[src/rtl/fcims_order_ctrl_if.sv]
// Order/config/response bundle for the food-court inventory order controller.
// The master drives orders and configuration; the slave is the controller.
interface fcims_order_ctrl_if #(
  parameter int N_ITEMS = 4,
  parameter int CNT_W   = 4,
  parameter int PRICE_W = 4,
  parameter int TOT_W   = CNT_W + PRICE_W,
  parameter int IDX_W   = $clog2(N_ITEMS)
);
  logic               req_valid;
  logic               req_ready;
  logic [IDX_W-1:0]   req_item;
  logic [CNT_W-1:0]   req_qty;
  logic               req_ret;
  logic               cfg_we;
  logic [IDX_W-1:0]   cfg_item;
  logic [PRICE_W-1:0] cfg_price;
  logic [CNT_W-1:0]   cfg_stock;
  logic               rsp_valid;
  logic [1:0]         rsp_err;
  logic [TOT_W-1:0]   rsp_price;
  logic [CNT_W-1:0]   rsp_stock;
  logic [TOT_W-1:0]   total;
  logic               busy;

  modport master (
    output req_valid, req_item, req_qty, req_ret,
    output cfg_we, cfg_item, cfg_price, cfg_stock,
    input  req_ready, rsp_valid, rsp_err, rsp_price, rsp_stock, total, busy
  );

  modport slave (
    input  req_valid, req_item, req_qty, req_ret,
    input  cfg_we, cfg_item, cfg_price, cfg_stock,
    output req_ready, rsp_valid, rsp_err, rsp_price, rsp_stock, total, busy
  );
endinterface

[src/rtl/fcims_order_ctrl.sv]
// Buy/return order sequencer: per-item price/stock table, shift-add multiplier,
// stock and running-total limit checks, commit on success, one response per order.
//
// state   | meaning
// IDLE    | waiting for an order; configuration writes accepted here only
// LOAD    | fetch price/stock of the latched item into operand registers
// MUL     | one shift-add step per cycle, qty LSB first
// CHECK   | evaluate faults; commit stock/total on exit when no fault
// RESP    | rsp_valid pulse, then back to IDLE
module fcims_order_ctrl #(
  parameter int N_ITEMS = 4,
  parameter int CNT_W   = 4,
  parameter int PRICE_W = 4,
  parameter int TOT_W   = CNT_W + PRICE_W,
  parameter int IDX_W   = $clog2(N_ITEMS)
) (
  input  logic               clk,
  input  logic               reset,
  fcims_order_ctrl_if.slave  bus
);
  localparam int STEP_W = (CNT_W > 1) ? $clog2(CNT_W) : 1;
  localparam logic [STEP_W-1:0] LAST_STEP = STEP_W'(CNT_W - 1);

  typedef enum logic [2:0] {S_IDLE, S_LOAD, S_MUL, S_CHECK, S_RESP} state_t;

  state_t             state;
  logic [PRICE_W-1:0] price_mem [N_ITEMS];
  logic [CNT_W-1:0]   stock_mem [N_ITEMS];
  logic [IDX_W-1:0]   item_q;
  logic [CNT_W-1:0]   qty_q;
  logic               ret_q;
  logic [CNT_W-1:0]   mplier;
  logic [TOT_W-1:0]   mcand;
  logic [TOT_W-1:0]   prod;
  logic [CNT_W-1:0]   stock_op;
  logic [STEP_W-1:0]  step;
  logic [TOT_W-1:0]   total_q;
  logic               rsp_valid_q;
  logic [1:0]         rsp_err_q;
  logic [TOT_W-1:0]   rsp_price_q;
  logic [CNT_W-1:0]   rsp_stock_q;
  logic               busy_q;

  logic [1:0]         err;
  logic [CNT_W-1:0]   stock_new;
  logic [TOT_W-1:0]   total_new;
  logic [TOT_W:0]     total_sum;
  logic [CNT_W:0]     stock_sum;

  assign total_sum = {1'b0, total_q} + {1'b0, prod};
  assign stock_sum = {1'b0, stock_op} + {1'b0, qty_q};

  // Carry bits of the widened sums flag the upper-limit faults; no value ever wraps.
  always_comb begin
    err       = 2'd0;
    stock_new = stock_op;
    total_new = total_q;
    if (!ret_q) begin
      if (qty_q > stock_op)       err = 2'd1;
      else if (total_sum[TOT_W])  err = 2'd2;
      stock_new = stock_op - qty_q;
      total_new = total_sum[TOT_W-1:0];
    end else begin
      if (stock_sum[CNT_W])       err = 2'd1;
      else if (prod > total_q)    err = 2'd2;
      stock_new = stock_sum[CNT_W-1:0];
      total_new = total_q - prod;
    end
  end

  assign bus.req_ready = (state == S_IDLE) & ~bus.cfg_we & ~reset;
  assign bus.rsp_valid = rsp_valid_q;
  assign bus.rsp_err   = rsp_err_q;
  assign bus.rsp_price = rsp_price_q;
  assign bus.rsp_stock = rsp_stock_q;
  assign bus.total     = total_q;
  assign bus.busy      = busy_q;

  always_ff @(posedge clk or posedge reset) begin
    if (reset) begin
      state       <= S_IDLE;
      for (int i = 0; i < N_ITEMS; i++) begin
        price_mem[i] <= '0;
        stock_mem[i] <= '0;
      end
      item_q      <= '0;
      qty_q       <= '0;
      ret_q       <= 1'b0;
      mplier      <= '0;
      mcand       <= '0;
      prod        <= '0;
      stock_op    <= '0;
      step        <= '0;
      total_q     <= '0;
      rsp_valid_q <= 1'b0;
      rsp_err_q   <= 2'd0;
      rsp_price_q <= '0;
      rsp_stock_q <= '0;
      busy_q      <= 1'b0;
    end else begin
      rsp_valid_q <= 1'b0;
      unique case (state)
        S_IDLE: begin
          if (bus.cfg_we) begin
            price_mem[bus.cfg_item] <= bus.cfg_price;
            stock_mem[bus.cfg_item] <= bus.cfg_stock;
          end else if (bus.req_valid) begin
            item_q <= bus.req_item;
            qty_q  <= bus.req_qty;
            ret_q  <= bus.req_ret;
            busy_q <= 1'b1;
            state  <= S_LOAD;
          end
        end
        S_LOAD: begin
          mcand    <= {{(TOT_W-PRICE_W){1'b0}}, price_mem[item_q]};
          stock_op <= stock_mem[item_q];
          mplier   <= qty_q;
          prod     <= '0;
          step     <= '0;
          state    <= S_MUL;
        end
        S_MUL: begin
          if (mplier[0]) prod <= prod + mcand;
          mcand  <= mcand << 1;
          mplier <= mplier >> 1;
          step   <= step + 1'b1;
          if (step == LAST_STEP) state <= S_CHECK;
        end
        S_CHECK: begin
          if (err == 2'd0) begin
            stock_mem[item_q] <= stock_new;
            total_q           <= total_new;
            rsp_stock_q       <= stock_new;
          end else begin
            rsp_stock_q       <= stock_op;
          end
          rsp_err_q   <= err;
          rsp_price_q <= prod;
          rsp_valid_q <= 1'b1;
          state       <= S_RESP;
        end
        S_RESP: begin
          busy_q <= 1'b0;
          state  <= S_IDLE;
        end
        default: state <= S_IDLE;
      endcase
    end
  end
endmodule

[src/flat_wrapper.sv]
// flat-port wrapper written by rule: the top's interface ports become plain ports
module fcims_order_ctrl_flat 
#(
  parameter int N_ITEMS = 4,
  parameter int CNT_W   = 4,
  parameter int PRICE_W = 4,
  parameter int TOT_W   = CNT_W + PRICE_W,
  parameter int IDX_W   = $clog2(N_ITEMS)
)
  (clk, reset, bus_req_valid, bus_req_item, bus_req_qty, bus_req_ret, bus_cfg_we, bus_cfg_item, bus_cfg_price, bus_cfg_stock, bus_req_ready, bus_rsp_valid, bus_rsp_err, bus_rsp_price, bus_rsp_stock, bus_total, bus_busy);
  fcims_order_ctrl_if #(.N_ITEMS(N_ITEMS), .CNT_W(CNT_W), .PRICE_W(PRICE_W), .TOT_W(TOT_W), .IDX_W(IDX_W)) bus_i ();
  input  logic clk;
  input  logic reset;
  input wire logic [$bits(bus_i.req_valid)-1:0] bus_req_valid;
  input wire logic [$bits(bus_i.req_item)-1:0] bus_req_item;
  input wire logic [$bits(bus_i.req_qty)-1:0] bus_req_qty;
  input wire logic [$bits(bus_i.req_ret)-1:0] bus_req_ret;
  input wire logic [$bits(bus_i.cfg_we)-1:0] bus_cfg_we;
  input wire logic [$bits(bus_i.cfg_item)-1:0] bus_cfg_item;
  input wire logic [$bits(bus_i.cfg_price)-1:0] bus_cfg_price;
  input wire logic [$bits(bus_i.cfg_stock)-1:0] bus_cfg_stock;
  output wire logic [$bits(bus_i.req_ready)-1:0] bus_req_ready;
  output wire logic [$bits(bus_i.rsp_valid)-1:0] bus_rsp_valid;
  output wire logic [$bits(bus_i.rsp_err)-1:0] bus_rsp_err;
  output wire logic [$bits(bus_i.rsp_price)-1:0] bus_rsp_price;
  output wire logic [$bits(bus_i.rsp_stock)-1:0] bus_rsp_stock;
  output wire logic [$bits(bus_i.total)-1:0] bus_total;
  output wire logic [$bits(bus_i.busy)-1:0] bus_busy;
  assign bus_i.req_valid = bus_req_valid;
  assign bus_i.req_item = bus_req_item;
  assign bus_i.req_qty = bus_req_qty;
  assign bus_i.req_ret = bus_req_ret;
  assign bus_i.cfg_we = bus_cfg_we;
  assign bus_i.cfg_item = bus_cfg_item;
  assign bus_i.cfg_price = bus_cfg_price;
  assign bus_i.cfg_stock = bus_cfg_stock;
  assign bus_req_ready = bus_i.req_ready;
  assign bus_rsp_valid = bus_i.rsp_valid;
  assign bus_rsp_err = bus_i.rsp_err;
  assign bus_rsp_price = bus_i.rsp_price;
  assign bus_rsp_stock = bus_i.rsp_stock;
  assign bus_total = bus_i.total;
  assign bus_busy = bus_i.busy;
  fcims_order_ctrl #(.N_ITEMS(N_ITEMS), .CNT_W(CNT_W), .PRICE_W(PRICE_W), .TOT_W(TOT_W), .IDX_W(IDX_W)) u_core (.clk(clk), .reset(reset), .bus(bus_i));
endmodule
[config.mk]
export PLATFORM = sky130hd
export DESIGN_NAME = fcims_order_ctrl_flat
export DESIGN_NICKNAME = d
export VERILOG_FILES = /design/src/rtl/fcims_order_ctrl_if.sv /design/src/rtl/fcims_order_ctrl.sv /design/src/flat_wrapper.sv
export SDC_FILE = /design/constraint.sdc
export NUM_CORES = 1
export LEC_CHECK = 0
export CAP_MARGIN = 20
export CORE_MARGIN = 2
export CORE_UTILIZATION = 36
export CTS_CLUSTER_SIZE = 16
export DETAILED_ROUTE_END_ITERATION = 12
export GPL_ROUTABILITY_DRIVEN = 0
export SLEW_MARGIN = 0
export SYNTH_ARGS = -nofsm -noshare
export SYNTH_HDL_FRONTEND = slang
export SYNTH_SLANG_ARGS = --single-unit
[constraint.sdc]
create_clock -name clk -period 4.36 [get_ports clk]
set_input_delay 0.872 -clock clk [delete_from_list [all_inputs] [get_ports clk]]
set_output_delay 0.872 -clock clk [all_outputs]
set_load 0.01 [all_outputs]
==> results.sh <==
export IMPL_layout_setup_ws_ps=1280
export IMPL_synthDominantAreaCellType="dfrtp_1"
export IMPL_gr_usage_all_layers_pct=16.9
export IMPL_final_cell_mix="dfrtp_1 (92), nand2_1 (73), clkdlybuf4s50_1 (45)"
export IMPL_floorplan_die_area_mm2=0.0158
export IMPL_post_synth_instance_area_mm2=0.00533
export IMPL_pre_cts_slack_ps=1270
export IMPL_layout_commonest_cell="dfrtp_1"
export IMPL_worst_path_buf_inv=2
export IMPL_timing_max_cap_violations=0
export IMPL_dp_hpwl_um=9000
export IMPL_rsz0062_at_grt="no"
export IMPL_fin_worst_hold_slack_ps=482
export IMPL_critical_path_top_delay_family="buffers and inverters"
export IMPL_critical_path_endpoint_type="output pin"
export IMPL_path_cells="clkdlybuf4s50_1 > nor2_1 > and3_1 > clkdlybuf4s50_1"
export IMPL_timing_critical_path_fanout_max=3
export IMPL_start_util_pct=36.8
export IMPL_wl_um=12500
export IMPL_powerDensity_mw_per_mm2=754
export IMPL_finalNetCount=612
export IMPL_relative_max_transition_margin_pct=34.0
export IMPL_cp_slowest_cell="clkdlybuf4s50_1"
export IMPL_synthArstFlopShare_pct=100
export IMPL_antenna_violating_nets_post_route=0
export IMPL_wire_length_of_the_first_global_routing_pass_um=21500
export IMPL_max_vdd_ir_drop_uv=312
export IMPL_critPathRequiredTime_ps=3490
export IMPL_cts_root_buffer_cell="clkbuf_16"
export IMPL_crit_cells=4
export IMPL_criticalPathCategory="primary input to output pin"
export IMPL_via_count=4053
export IMPL_global_route_overflow_total=0
export IMPL_maximum_number_of_pins_on_one_net_before_global_route_repair=67
export IMPL_synth_warnings=0
export IMPL_clk_transition_reported_paths_ps=60
export IMPL_die_height_um=126
export IMPL_cts_tree="done"
export IMPL_multiInputGateArea_mm2=0.00279
export IMPL_worstSetupStartpointType="primary input"
export IMPL_worst_clock_skew_ps=9.72
export IMPL_ctsResizeCount=0
export IMPL_yosys_register_bits=92
export IMPL_post_synth_inst_count=516
export IMPL_clock_period_minus_worst_slack_ps=3080
export IMPL_cts_hold_fix_buffers=0
export IMPL_cts_max_path_buffers=2
export IMPL_initial_antenna_violation_count=0
export IMPL_design_portCount=46
export IMPL_drive_gt1_share_pct=12.3
export IMPL_report_final_slew_viol_count=0
export IMPL_floorplan_core_area_mm2=0.0145
export IMPL_rr_worst_depth=8
export IMPL_syn_nets=574
export IMPL_critical_path_arrival_ps=2210
export IMPL_num_rows=44
export IMPL_final_seq_area_mm2=0.00230
export IMPL_timing_final_setup_violations=0
export IMPL_synth_enable_flop_cells=0
export IMPL_avg_vias_per_cell=5.45
export IMPL_worstSkewPairLatency_ps=350
export IMPL_num_fill_cells=1405
export IMPL_detail_route_wl_per_cell_um=16.9
export IMPL_detailedRoute_firstIterationViolations=272
export IMPL_synth_sequential_area_ratio_pct=43.2
export IMPL_htreeDepth=3
export IMPL_synth_cell_types=54
export IMPL_hold_path_class="flip-flop to flip-flop"
export IMPL_die_x_um=126
export IMPL_num_antenna_cells=0
export IMPL_cts_buffers=9
export IMPL_setup_tns_final_ps=0
export IMPL_final_period_utilization_pct=70.7
export IMPL_ys_flop_type="dfrtp_1"
export IMPL_drt_pass1_iterations=4
export IMPL_cts_setup_buffers=0
export IMPL_fmax_mhz=324
export IMPL_timing_final_hold_violations=0
export IMPL_critical_path_max_stage_delay_ps=540
export IMPL_via_count_of_the_first_global_routing_pass=4273
export IMPL_worst_slew_pin_slew_ps=987
export IMPL_syn2layout_area_growth_pct=16.8
export IMPL_clock_sinks=92
export IMPL_post_route_drc_count=0
export IMPL_hold_path_depth=2
export IMPL_power_leakage_uw=0.00275
export IMPL_finish_utilization_pct=43.0
export IMPL_yosysTopAreaCellShare_pct=43.2
export IMPL_status="complete, no violations"
export IMPL_dominant_cells_by_area_after_synthesis="dfrtp_1 (43%), ha_1 (7.5%), mux2_2 (6.3%)"
export IMPL_portBuffers=45
export IMPL_synthesis_area_per_instance_um2=10.3
export IMPL_cpMostUsedCell="clkdlybuf4s50_1"
==> registers in the layout, summed over array words and instances, names as in the netlist <==
signal,count
u_core.stock_mem,16
u_core.prod,8
u_core.step,2
u_core.state,3
u_core.bus.rsp_price,8
u_core.bus.total,8
u_core.stock_op,4
u_core.bus.rsp_valid,1
u_core.ret_q,1
u_core.mplier,4
u_core.bus.rsp_err,2
u_core.mcand,8
u_core.item_q,2
u_core.qty_q,4
u_core.price_mem,16
u_core.bus.busy,1
u_core.bus.rsp_stock,4
==> cell usage after synthesis, types with 5 or more instances <==
library cell and n:
a21oi_1 17, a22o_1 6, a22oi_1 20, clkbuf_1 15
dfrtp_1 92, fa_1 5, ha_1 32, inv_1 28
mux2_2 30, mux2i_1 7, mux4_2 8, nand2_1 73
nand2b_1 5, nand3_1 24, nor2_1 24, nor2b_1 8
nor3_1 8, o21ai_0 25, o221ai_1 16, xnor2_1 8
xor2_1 6
==> power by group <==
group,internal (µW),switching [µW]
clock network,464,346
logic,1080,1180
registers,1220,404
==> worst paths after layout <==
kind                                                startpoint                             endpoint  slack [ps]
max in group asynchronous                                reset     u_core.price_mem[13]$_DFFE_PP0P_        2200
max                                                 bus_cfg_we                        bus_req_ready        1280
min                        u_core.bus.rsp_price[1]$_DFFE_PP0P_  u_core.bus.rsp_price[1]$_DFFE_PP0P_         480
min in group asynchronous                                reset  u_core.bus.rsp_price[4]$_DFFE_PP0P_        1010
min reg2reg                u_core.bus.rsp_price[1]$_DFFE_PP0P_  u_core.bus.rsp_price[1]$_DFFE_PP0P_         480
max reg2reg                        u_core.qty_q[0]$_DFFE_PP0P_     u_core.stock_mem[14]$_DFFE_PP0P_        1280
==> per-stage QoR <==
| stage | instance area [µm²] | cells | power (µW) |
|---|---|---|---|
| 5_1_grt | 6220 | 743 | 5070 |
| 6_report | 6220 | 743 | 4690 |
| 3_5_place_dp | 5910 | 727 | 3900 |
| 2_1_floorplan | 5330 | 516 | 3220 |
| 3_3_place_gp | 5910 | 727 | 3810 |
| 4_1_cts | 6220 | 743 | 4720 |
==> layout make-up <==
| cell class | instances | share of cell area [%] |
|---|---|---|
| Sequential cell | 92 | 37.0 |
| Tap cell | 184 | 3.70 |
| Clock buffer | 10 | 3.84 |
| Clock inverter | 6 | 1.11 |
| Timing Repair Buffer | 50 | 7.85 |
| Multi-Input combinational cell | 373 | 44.8 |
| Inverter | 28 | 1.71 |
==> routing by layer <==
metal / up-vias / routed length, µm / global-route usage, %
met4: 0 / 228 / 4.31
met3: 16 / 550 / 4.55
met1: 2000 / 5720 / 21.8
li1: 1933 / - / -
met2: 104 / 6020 / 28.3
met5: - / 0 / 0
==> cell families after synthesis <==
logic type / share of synthesized area (%)
mux: 11.6
xor+xnor: 2.30
fa+ha+maj: 9.40
flops: 43.2
compound gates: 14.6
buf+inv: 4.49
simple gates: 14.4
==> worst min-delay path: cells and delay by family, from the launching register on <==
family	cells	cell delay, ps
AND/OR/NAND/NOR	1	40
AO/OA/AOI/OAI	1	60
flip-flops	1	340
Power figures use the tool's default switching activity.
